$ cat src/rtl/swvp_pkg.sv
// rtl/swvp_pkg.sv - mode codes, width helpers and saturation for sliding_window_vproc
// Define SWVP_SIGNED_EN to switch all sample arithmetic to two's complement.
package swvp_pkg;

  localparam logic [1:0] MODE_SAT_SUM = 2'd0;
  localparam logic [1:0] MODE_MAX     = 2'd1;
  localparam logic [1:0] MODE_MIN     = 2'd2;
  localparam logic [1:0] MODE_RANGE   = 2'd3;

`ifdef SWVP_SIGNED_EN
  localparam bit SWVP_SIGNED = 1'b1;
`else
  localparam bit SWVP_SIGNED = 1'b0;
`endif

  function automatic int cnt_width(input int win);
    return $clog2(win + 1);
  endfunction

  function automatic int acc_width(input int data_w, input int win);
    return data_w + $clog2(win);
  endfunction

  // Clamp a sign-extended running sum into the representable sample range.
  function automatic logic signed [63:0] saturate(input logic signed [63:0] v, input int data_w);
    logic signed [63:0] hi;
    logic signed [63:0] lo;
    if (SWVP_SIGNED) begin
      hi = (64'sd1 <<< (data_w - 1)) - 64'sd1;
      lo = -(64'sd1 <<< (data_w - 1));
    end else begin
      hi = (64'sd1 <<< data_w) - 64'sd1;
      lo = 64'sd0;
    end
    if (v > hi)      return hi;
    else if (v < lo) return lo;
    else             return v;
  endfunction

endpackage

$ cat src/rtl/swvp_reduce.sv
// rtl/swvp_reduce.sv - combinational max/min over the flattened window taps
// Signed compares flip the sign bit so a single unsigned comparator serves both builds.
module swvp_reduce
  import swvp_pkg::*;
#(
  parameter int DATA_W = 8,
  parameter int WIN    = 10
)(
  input  logic [WIN*DATA_W-1:0] i_taps,
  output logic [DATA_W-1:0]     o_max,
  output logic [DATA_W-1:0]     o_min
);

  function automatic logic [DATA_W-1:0] cmp_key(input logic [DATA_W-1:0] v);
    return {v[DATA_W-1] ^ SWVP_SIGNED, v[DATA_W-2:0]};
  endfunction

  always_comb begin
    o_max = i_taps[DATA_W-1:0];
    o_min = i_taps[DATA_W-1:0];
    for (int i = 1; i < WIN; i++) begin
      if (cmp_key(i_taps[i*DATA_W +: DATA_W]) > cmp_key(o_max)) o_max = i_taps[i*DATA_W +: DATA_W];
      if (cmp_key(i_taps[i*DATA_W +: DATA_W]) < cmp_key(o_min)) o_min = i_taps[i*DATA_W +: DATA_W];
    end
  end

endmodule

$ cat src/rtl/sliding_window_vproc.sv
// rtl/sliding_window_vproc.sv - WIN-tap sliding window with registered sum/max/min/range result
// SWVP_SIGNED_EN (see swvp_pkg) selects two's-complement samples; ports are identical either way.
module sliding_window_vproc
  import swvp_pkg::*;
#(
  parameter int DATA_W = 8,
  parameter int WIN    = 10,
  parameter int CNT_W  = cnt_width(WIN),
  parameter int ACC_W  = acc_width(DATA_W, WIN)
)(
  input  logic                  i_clk,
  input  logic                  i_rst_n,
  input  logic                  i_in_valid,
  input  logic [DATA_W-1:0]     i_next_in,
  input  logic                  i_flush,
  input  logic [1:0]            i_mode,
  output logic [WIN*DATA_W-1:0] o_taps,
  output logic [CNT_W-1:0]      o_fill,
  output logic                  o_win_full,
  output logic                  o_out_valid,
  output logic [DATA_W-1:0]     o_f
);

  logic [WIN*DATA_W-1:0] r_taps;
  logic [CNT_W-1:0]      r_fill;
  logic [ACC_W-1:0]      r_sum;
  logic                  r_pend;
  logic                  r_out_valid;
  logic [DATA_W-1:0]     r_f;

  logic                  w_full;
  logic [DATA_W-1:0]     w_evict;
  logic [ACC_W-1:0]      w_in_ext;
  logic [ACC_W-1:0]      w_ev_ext;
  logic signed [63:0]    w_sum64;
  logic [DATA_W-1:0]     w_max;
  logic [DATA_W-1:0]     w_min;
  logic [DATA_W-1:0]     w_res;

  assign w_full   = (r_fill == CNT_W'(WIN));
  assign w_evict  = w_full ? r_taps[WIN*DATA_W-1 -: DATA_W] : '0;
  assign w_in_ext = {{(ACC_W-DATA_W){SWVP_SIGNED & i_next_in[DATA_W-1]}}, i_next_in};
  assign w_ev_ext = {{(ACC_W-DATA_W){SWVP_SIGNED & w_evict[DATA_W-1]}}, w_evict};
  assign w_sum64  = {{(64-ACC_W){SWVP_SIGNED & r_sum[ACC_W-1]}}, r_sum};

  swvp_reduce #(
    .DATA_W (DATA_W),
    .WIN    (WIN)
  ) u_reduce (
    .i_taps (r_taps),
    .o_max  (w_max),
    .o_min  (w_min)
  );

  // Max is never below min, so the modular difference is the true range in both builds.
  always_comb begin
    w_res = w_max - w_min;
    case (i_mode)
      MODE_SAT_SUM: w_res = DATA_W'(saturate(w_sum64, DATA_W));
      MODE_MAX:     w_res = w_max;
      MODE_MIN:     w_res = w_min;
      default:      w_res = w_max - w_min;
    endcase
  end

  always_ff @(posedge i_clk or negedge i_rst_n) begin
    if (!i_rst_n) begin
      r_taps      <= '0;
      r_fill      <= '0;
      r_sum       <= '0;
      r_pend      <= 1'b0;
      r_out_valid <= 1'b0;
      r_f         <= '0;
    end else if (i_flush) begin
      r_taps      <= '0;
      r_fill      <= '0;
      r_sum       <= '0;
      r_pend      <= 1'b0;
      r_out_valid <= 1'b0;
    end else begin
      r_pend      <= i_in_valid;
      r_out_valid <= r_pend & w_full;
      if (r_pend & w_full) r_f <= w_res;
      // Sum is maintained incrementally: add the arrival, drop the evicted tap.
      if (i_in_valid) begin
        r_taps <= {r_taps[(WIN-1)*DATA_W-1:0], i_next_in};
        r_fill <= w_full ? r_fill : r_fill + 1'b1;
        r_sum  <= r_sum + w_in_ext - w_ev_ext;
      end
    end
  end

  assign o_taps      = r_taps;
  assign o_fill      = r_fill;
  assign o_win_full  = w_full;
  assign o_out_valid = r_out_valid;
  assign o_f         = r_f;

endmodule
$ cat config.mk
export PLATFORM = sky130hd
export DESIGN_NAME = sliding_window_vproc
export DESIGN_NICKNAME = d
export VERILOG_FILES = /design/src/rtl/swvp_pkg.sv /design/src/rtl/swvp_reduce.sv /design/src/rtl/sliding_window_vproc.sv
export SDC_FILE = /design/constraint.sdc
export NUM_CORES = 1
export LEC_CHECK = 0
export ABC_AREA = 1
export ABC_CLOCK_PERIOD_IN_PS = 15700
export CAP_MARGIN = 20
export CORE_MARGIN = 8
export CORE_UTILIZATION = 50
export DETAILED_ROUTE_END_ITERATION = 10
export PLACE_DENSITY = 0.72
export SYNTH_ARGS = -nofsm -noshare
export SYNTH_HDL_FRONTEND = slang
export SYNTH_SLANG_ARGS = --single-unit
$ cat constraint.sdc
create_clock -name i_clk -period 15.7 [get_ports i_clk]
set_input_delay 3.14 -clock i_clk [delete_from_list [all_inputs] [get_ports i_clk]]
set_output_delay 3.14 -clock i_clk [all_outputs]
set_load 0.03 [all_outputs]
* Word level (Yosys, flattened, before mapping)
Cells that the tools add are included.
** Cells by class
- Add/subtract/negate cells :: 4
- Divide/modulo/power cells :: 0
- Bitwise logic cells :: 2
- Reductions and logical operators :: 4
- Shift-type cells :: 0
- Eq/ne operators :: 4
- Multiply operators :: 0
- Order comparisons :: 20
- Muxes and demuxes :: 33
** Operator list (count)
- two-way mux 8 bit :: 21
- two-way mux 80 bit :: 2
- two-way mux 64 bit :: 2
- > comparator 8 bit :: 9
- < comparator 8 bit :: 9
- > comparator 13 x 64 -> 1 bit :: 1
- < comparator 13 x 64 -> 1 bit :: 1
- two-way mux 12 bit :: 2
- one-hot mux 8 bit (3 select lines) :: 1
- adder 12 x 8 -> 12 bit :: 1
- two-way mux 4 bit :: 3
- subtractor 12 x 8 -> 12 bit :: 1
- subtractor 8 bit :: 1
- adder 4 x 1 -> 4 bit, second input constant :: 1
- equality test 4 bit, second input constant :: 1
- AND reduction 2 bit :: 2
- equality test 2 x 1 -> 1 bit, second input constant :: 1
- equality test 2 bit, second input constant :: 1
- zero test 2 bit :: 1
- two-way mux 1 bit :: 2
- inequality test 2 bit, second input constant :: 1
- nonzero test 2 bit :: 1
- bitwise AND 1 bit :: 1
- NOT 1 bit :: 1
** Word-level totals
- Memories kept :: 0
- Output and inout bits :: 94
- Memory bits (read-only) :: 0
- Bits in latches :: 0
- Input port bits :: 14
- Logic and storage cells :: 73
- Register bits after elaboration :: 106
- Memory bits (writable) :: 0

* Longest topological paths before layout
- Depth in word-level cells :: 20
- Gate-level depth with buffers :: 124
- Mapped depth without buffers :: 117

* By module
From an unflattened synthesis, not the netlist that was laid out.
** Second synthesis, totals
- Cell total of the unflattened synthesis :: 1527
- Area, all modules :: 10283.6 um^2
** By module, submodules not included
- sliding_window_vproc :: cells an instance 665, sequential area each 2652.5 um^2, area an instance 5505.3 um^2, instances 1
- swvp_reduce :: cells an instance 862, sequential area each 0.0 um^2, area an instance 4778.3 um^2, instances 1

* Worst setup path after synthesis
No wires, ideal clock.
- Kind :: register to register
- From :: reg r_taps[7], in the netlist o_taps[7]
- To :: reg r_f[7], in the netlist o_f[7]
- Library setup time :: 0.077 ns
- Setup slack :: 2.175 ns
- Arrival time :: 13.448 ns
- Clock period less this slack :: 13.525 ns
- Stages on the path, launching flop included :: 89
- Required time :: 15.623 ns
- Buffers on the path :: 8
- Cell sequence :: dfrtp_1 -> inv_1 -> ha_1 -> a21o_1 -> nor2_1 -> nand2_2 -> nand2_2 -> clkbuf_1 -> o21ai_0 -> ha_1 -> a21oi_1 -> nor2_1 -> a211oi_1 -> nand2_4 -> nand2_4 -> clkbuf_1 -> o21ai_0 -> ha_1 -> [... 53 more ...] -> inv_2 -> o21a_1 -> ha_1 -> a21oi_1 -> o21ai_0 -> a21oi_1 -> nor2_1 -> nor2_1 -> nor2_1 -> nor2_1 -> inv_1 -> a21oi_1 -> inv_1 -> nand3_1 -> nand2_1 -> nand2_1 -> nand3_1 -> a21oi_1
** Between the ends
- Word-level cells in the longest chain between the ends :: 20
- Elaborated cells on any way between the ends :: 38
- Those cells by class :: add/sub (1); order compare (18); mux (19)
** RTL lines
- start, declared :: line sliding_window_vproc.sv:24 : logic [WIN*DATA_W-1:0] r_taps;
- start signal, assigned :: line sliding_window_vproc.sv:86 : r_taps <= {r_taps[(WIN-1)*DATA_W-1:0], i_next_in};
- > comparator 8 bit / < comparator 8 bit (equally long branches) :: line swvp_reduce.sv:22, swvp_reduce.sv:23
- two-way mux 8 bit, on equally long branches :: line swvp_reduce.sv:22, swvp_reduce.sv:23
- > comparator 8 bit / < comparator 8 bit (equally long branches) :: line swvp_reduce.sv:22, swvp_reduce.sv:23
- two-way mux 8 bit, on equally long branches :: line swvp_reduce.sv:22, swvp_reduce.sv:23
- > comparator 8 bit / < comparator 8 bit (equally long branches) :: line swvp_reduce.sv:22, swvp_reduce.sv:23
- two-way mux 8 bit, on equally long branches :: line swvp_reduce.sv:22, swvp_reduce.sv:23
- > comparator 8 bit / < comparator 8 bit (equally long branches) :: line swvp_reduce.sv:22, swvp_reduce.sv:23
- two-way mux 8 bit, on equally long branches :: line swvp_reduce.sv:22, swvp_reduce.sv:23
- [... 4 more ...]
- > comparator 8 bit / < comparator 8 bit (equally long branches) :: line swvp_reduce.sv:22, swvp_reduce.sv:23
- two-way mux 8 bit, on equally long branches :: line swvp_reduce.sv:22, swvp_reduce.sv:23
- > comparator 8 bit / < comparator 8 bit (equally long branches) :: line swvp_reduce.sv:22, swvp_reduce.sv:23
- two-way mux 8 bit, on equally long branches :: line swvp_reduce.sv:22, swvp_reduce.sv:23
- > comparator 8 bit / < comparator 8 bit (equally long branches) :: line swvp_reduce.sv:22, swvp_reduce.sv:23
- two-way mux 8 bit, on equally long branches :: line swvp_reduce.sv:22, swvp_reduce.sv:23
- subtractor 8 bit :: line sliding_window_vproc.sv:62 : default: w_res = w_max - w_min;
- one-hot mux 8 bit (3 select lines) * :: line sliding_window_vproc.sv:58 : case (i_mode)
- end signal, assigned :: line sliding_window_vproc.sv:83 : if (r_pend & w_full) r_f <= w_res;
- end, declared :: line sliding_window_vproc.sv:29 : logic [DATA_W-1:0] r_f;
Every way passes the cells marked *; elsewhere a longest branch is shown, timed or not.
A chain may end at the register's enable or synchronous reset.

* Final worst setup path
- From :: reg r_taps[2], in the netlist o_taps[2]
- To :: reg r_f[7], in the netlist o_f[7]
The elaborated chain is that of the path after synthesis.

==> flow_metrics.env <==
export IMPL_worstMarginPinSlew_ns=1.088
export IMPL_setup_violations=0
export IMPL_clock_skew_ns=0.007635
export IMPL_synthCells=1403
export IMPL_rsz0062_at_grt="false"
export IMPL_synth_area_mux_share=0
export IMPL_syn_area_sq_mm=0.009809
export IMPL_io_buffers=107
export IMPL_grt_max_degree=93
export IMPL_crit_top_cell="nand2_1"
export IMPL_finalCritPeriodShare=0.8961
export IMPL_ys_ff_latch=106
export IMPL_yosysTopAreaCell="dfrtp_1"
export IMPL_slew_viol_final=0
export IMPL_crit_required_ns=15.98
export IMPL_fin_crit_ns=14.07
export IMPL_rows=51
export IMPL_worst_r2r_setup_slack_ns=1.63
export IMPL_synth_top_cell_area_share=0.2704
export IMPL_syn_nets=1564
export IMPL_place_hpwl_um=21930
export IMPL_synthTopCellsByCount="nand2_1, inv_1, o21ai_0"
export IMPL_grt_use_met2=0.3897
export IMPL_tns_ns=0
export IMPL_cts_max_level=3
export IMPL_gp_congestion=0.9438
export IMPL_path_max_fanout=21
export IMPL_hold_violations=0
export IMPL_critPathSlowestCell="dfrtp_1"
export IMPL_ff_latch_area_sq_mm=0.002653
export IMPL_grt_pass1_wl_um=47190
export IMPL_synth_compound_area_frac=0.1897
export IMPL_dr_total_vias=9594
export IMPL_grt_remaining_overflow=0
export IMPL_ios=108
export IMPL_max_freq_ghz=0.07108
export IMPL_die_w_um=156.1
export IMPL_synth_top_flop_cell="dfrtp_1"
export IMPL_crit_type="flip-flop to flip-flop"
export IMPL_die_area_sq_mm=0.02436
export IMPL_synthSimpleGateAreaFrac=0.2427
export IMPL_synth_seq_area_share=0.2704
export IMPL_nNetsFinal=1646
export IMPL_clock_path_buffers=2
export IMPL_clock_sinks=106
export IMPL_worstPathArrival_ns=14.35
export IMPL_post_synth_top_count_cell="nand2_1"
export IMPL_cts_tree="yes"
export IMPL_grt_use_total=0.2378
export IMPL_synth_top_family_by_area="simple AND/OR/NAND/NOR gates"
export IMPL_numCtsBuffers=9
export IMPL_antenna_found_initial=0
export IMPL_synth_edf_count=0
export IMPL_synth_fa_ha_area_frac=0.1944
export IMPL_grt_busiest_layer="met2"
export IMPL_drc=0
export IMPL_routed_wl_um=28370
export IMPL_synth_area_per_cell_sq_um=6.992
export IMPL_multi_input_comb_area_sq_mm=0.006201
export IMPL_ctsHoldBuffers=0
export IMPL_worst_setup_path_end_kind="flip-flop"
export IMPL_initial_core_util=0.5073
export IMPL_yosys_top_cells_area="dfrtp_1, ha_1, nand2_1, inv_1, o21ai_0"
export IMPL_area_delta_synth_final_pct=16.15
export IMPL_avgRoutedWirePerCell_um=16.18
export IMPL_first_iter_violations=531
export IMPL_viasPerCell=5.470
export IMPL_maxCapViolations=0
export IMPL_synth_warnings=0
export IMPL_synth_distinct_cells=37
export IMPL_fp_dieH_um=156.1
export IMPL_worstSkewPairLatency_ns=0.36
export IMPL_use_met1=0.3128
export IMPL_grt_pass1_vias=9360
export IMPL_relSlewSlack=0.2746
export IMPL_n_fill_cell=1813
export IMPL_root_buffer="clkbuf_16"
export IMPL_drt_pass1_iter_count=5
export IMPL_ant_nets=0
export IMPL_crit_path_start_kind="flip-flop"
export IMPL_clkTransAtPathRegs_ns=0.08
export IMPL_synthArstFlopShare=1.000
export IMPL_core_area_sq_mm=0.01933
export IMPL_synthXorXnorAreaFrac=0.003571
export IMPL_hp_class="flip-flop to flip-flop"
export IMPL_max_stage_delay_ns=0.41
export IMPL_gr_usage_met3=0.04017
export IMPL_post_cts_repair_setup_buffers=0
export IMPL_status="finished clean"
export IMPL_drive_above_1_share=0.03895
export IMPL_n_antenna_cell=0
==> cells by family after synthesis <==
family | count (synthesis)
adder cells (fa/ha/maj) | 147
buffers and inverters | 256
AO/OA/AOI/OAI | 326
XOR/XNOR | 4
AND/OR/NAND/NOR | 564
flip-flops | 106
==> routing by layer <==
| layer | vias up | wire [um] | share of wire |
|---|---|---|---|
| met2 | 238 | 13040 | 0.46 |
| met5 | - | 0 | 0 |
| met4 | 0 | 496 | 0.017 |
| met1 | 4467 | 13210 | 0.47 |
| met3 | 37 | 1623 | 0.057 |
| li1 | 4852 | - | - |
==> final timing paths <==
path	end	cells after the start	startpoint
max	o_f[7]$_DFFE_PN0P_	88	o_taps[2]$_DFFE_PN0P_
min	o_f[0]$_DFFE_PN0P_	2	o_f[0]$_DFFE_PN0P_
max reg2reg	o_f[7]$_DFFE_PN0P_	88	o_taps[2]$_DFFE_PN0P_
min reg2reg	o_f[0]$_DFFE_PN0P_	2	o_f[0]$_DFFE_PN0P_
max in group asynchronous	o_f[1]$_DFFE_PN0P_	2	i_rst_n
min in group asynchronous	o_taps[18]$_DFFE_PN0P_	1	i_rst_n
==> what timing repair did <==
| item | 4_1_cts | 5_1_grt |
|---|---|---|
| hold endpoints to repair | 0 | 0 |
| endpoints found under the setup margin | 0 | 4 |
| gates resized for setup | 0 | 16 |
==> critical path, delay by kind of cell (launching register included) <==
kind	cells	cell delay [ns]
DFF	1	0.41
AOI/OAI and AO/OA	24	4.35
adders and majority gates	10	3.19
buffers and inverters	7	0.63
and+or+nand+nor	47	5.43
==> sequential cells by signal, summed over array words and instances (netlist names) <==
name / count
r_sum: 12
o_out_valid: 1
o_fill: 4
o_f: 8
o_taps: 80
r_pend: 1
==> cell type report <==
cell class | instances | area share
Clock buffer | 9 | 0.01977
Clock inverter | 6 | 0.006479
Inverter | 216 | 0.07116
Multi-Input combinational cell | 1041 | 0.5443
Sequential cell | 106 | 0.2328
Tap cell | 265 | 0.02910
Timing Repair Buffer | 111 | 0.09642
==> cell usage in the layout, fill, tap and decap left out, types with 3 or more instances in the layout <==
master           synthesis  final
o21a_1                   5      5
dfrtp_1                106    106
o21ai_0                142    131
nand2_2                 11     15
nand2_4                  6      7
o21bai_1                12     12
o211ai_1                11     11
nor2_1                  84     84
clkinv_1                 4      4
a21oi_1                 46     46
o21ai_1                  4     15
inv_2                    8      8
o22ai_1                 87     87
clkbuf_16                0      9
nand2_1                361    356
nand4_1                 13     13
ha_1                   138    138
fa_1                     9      9
clkdlybuf4s50_1          0    106
nor2_2                   3      3
nand3b_1                 4      4
nand4_2                  3      3
inv_1                  204    204
xor2_1                   3      3
buf_4                    1      5
nand3_1                 72     72
a211oi_1                16     16
==> through the flow <==
step / instance area, sq um / hold WS [ns] / setup WS, ns / utilization / cells
2_1_floorplan: 9809 / 0.5377 / 2.175 / - / 1403
3_3_place_gp: 11080 / 0.4652 / 1.636 / 0.5730 / 1739
3_5_place_dp: 11080 / 0.4705 / 1.414 / 0.5730 / 1739
4_1_cts: 11380 / 0.4907 / 1.345 / 0.5885 / 1754
5_1_grt: 11390 / 0.5156 / 0.03807 / 0.5893 / 1754
6_report: 11390 / 0.4828 / 1.632 / 0.5893 / 1754
Power is left out: the tool's default activity adds up to more than one toggle a clock period on the data nets, which glitch-free logic cannot reach.
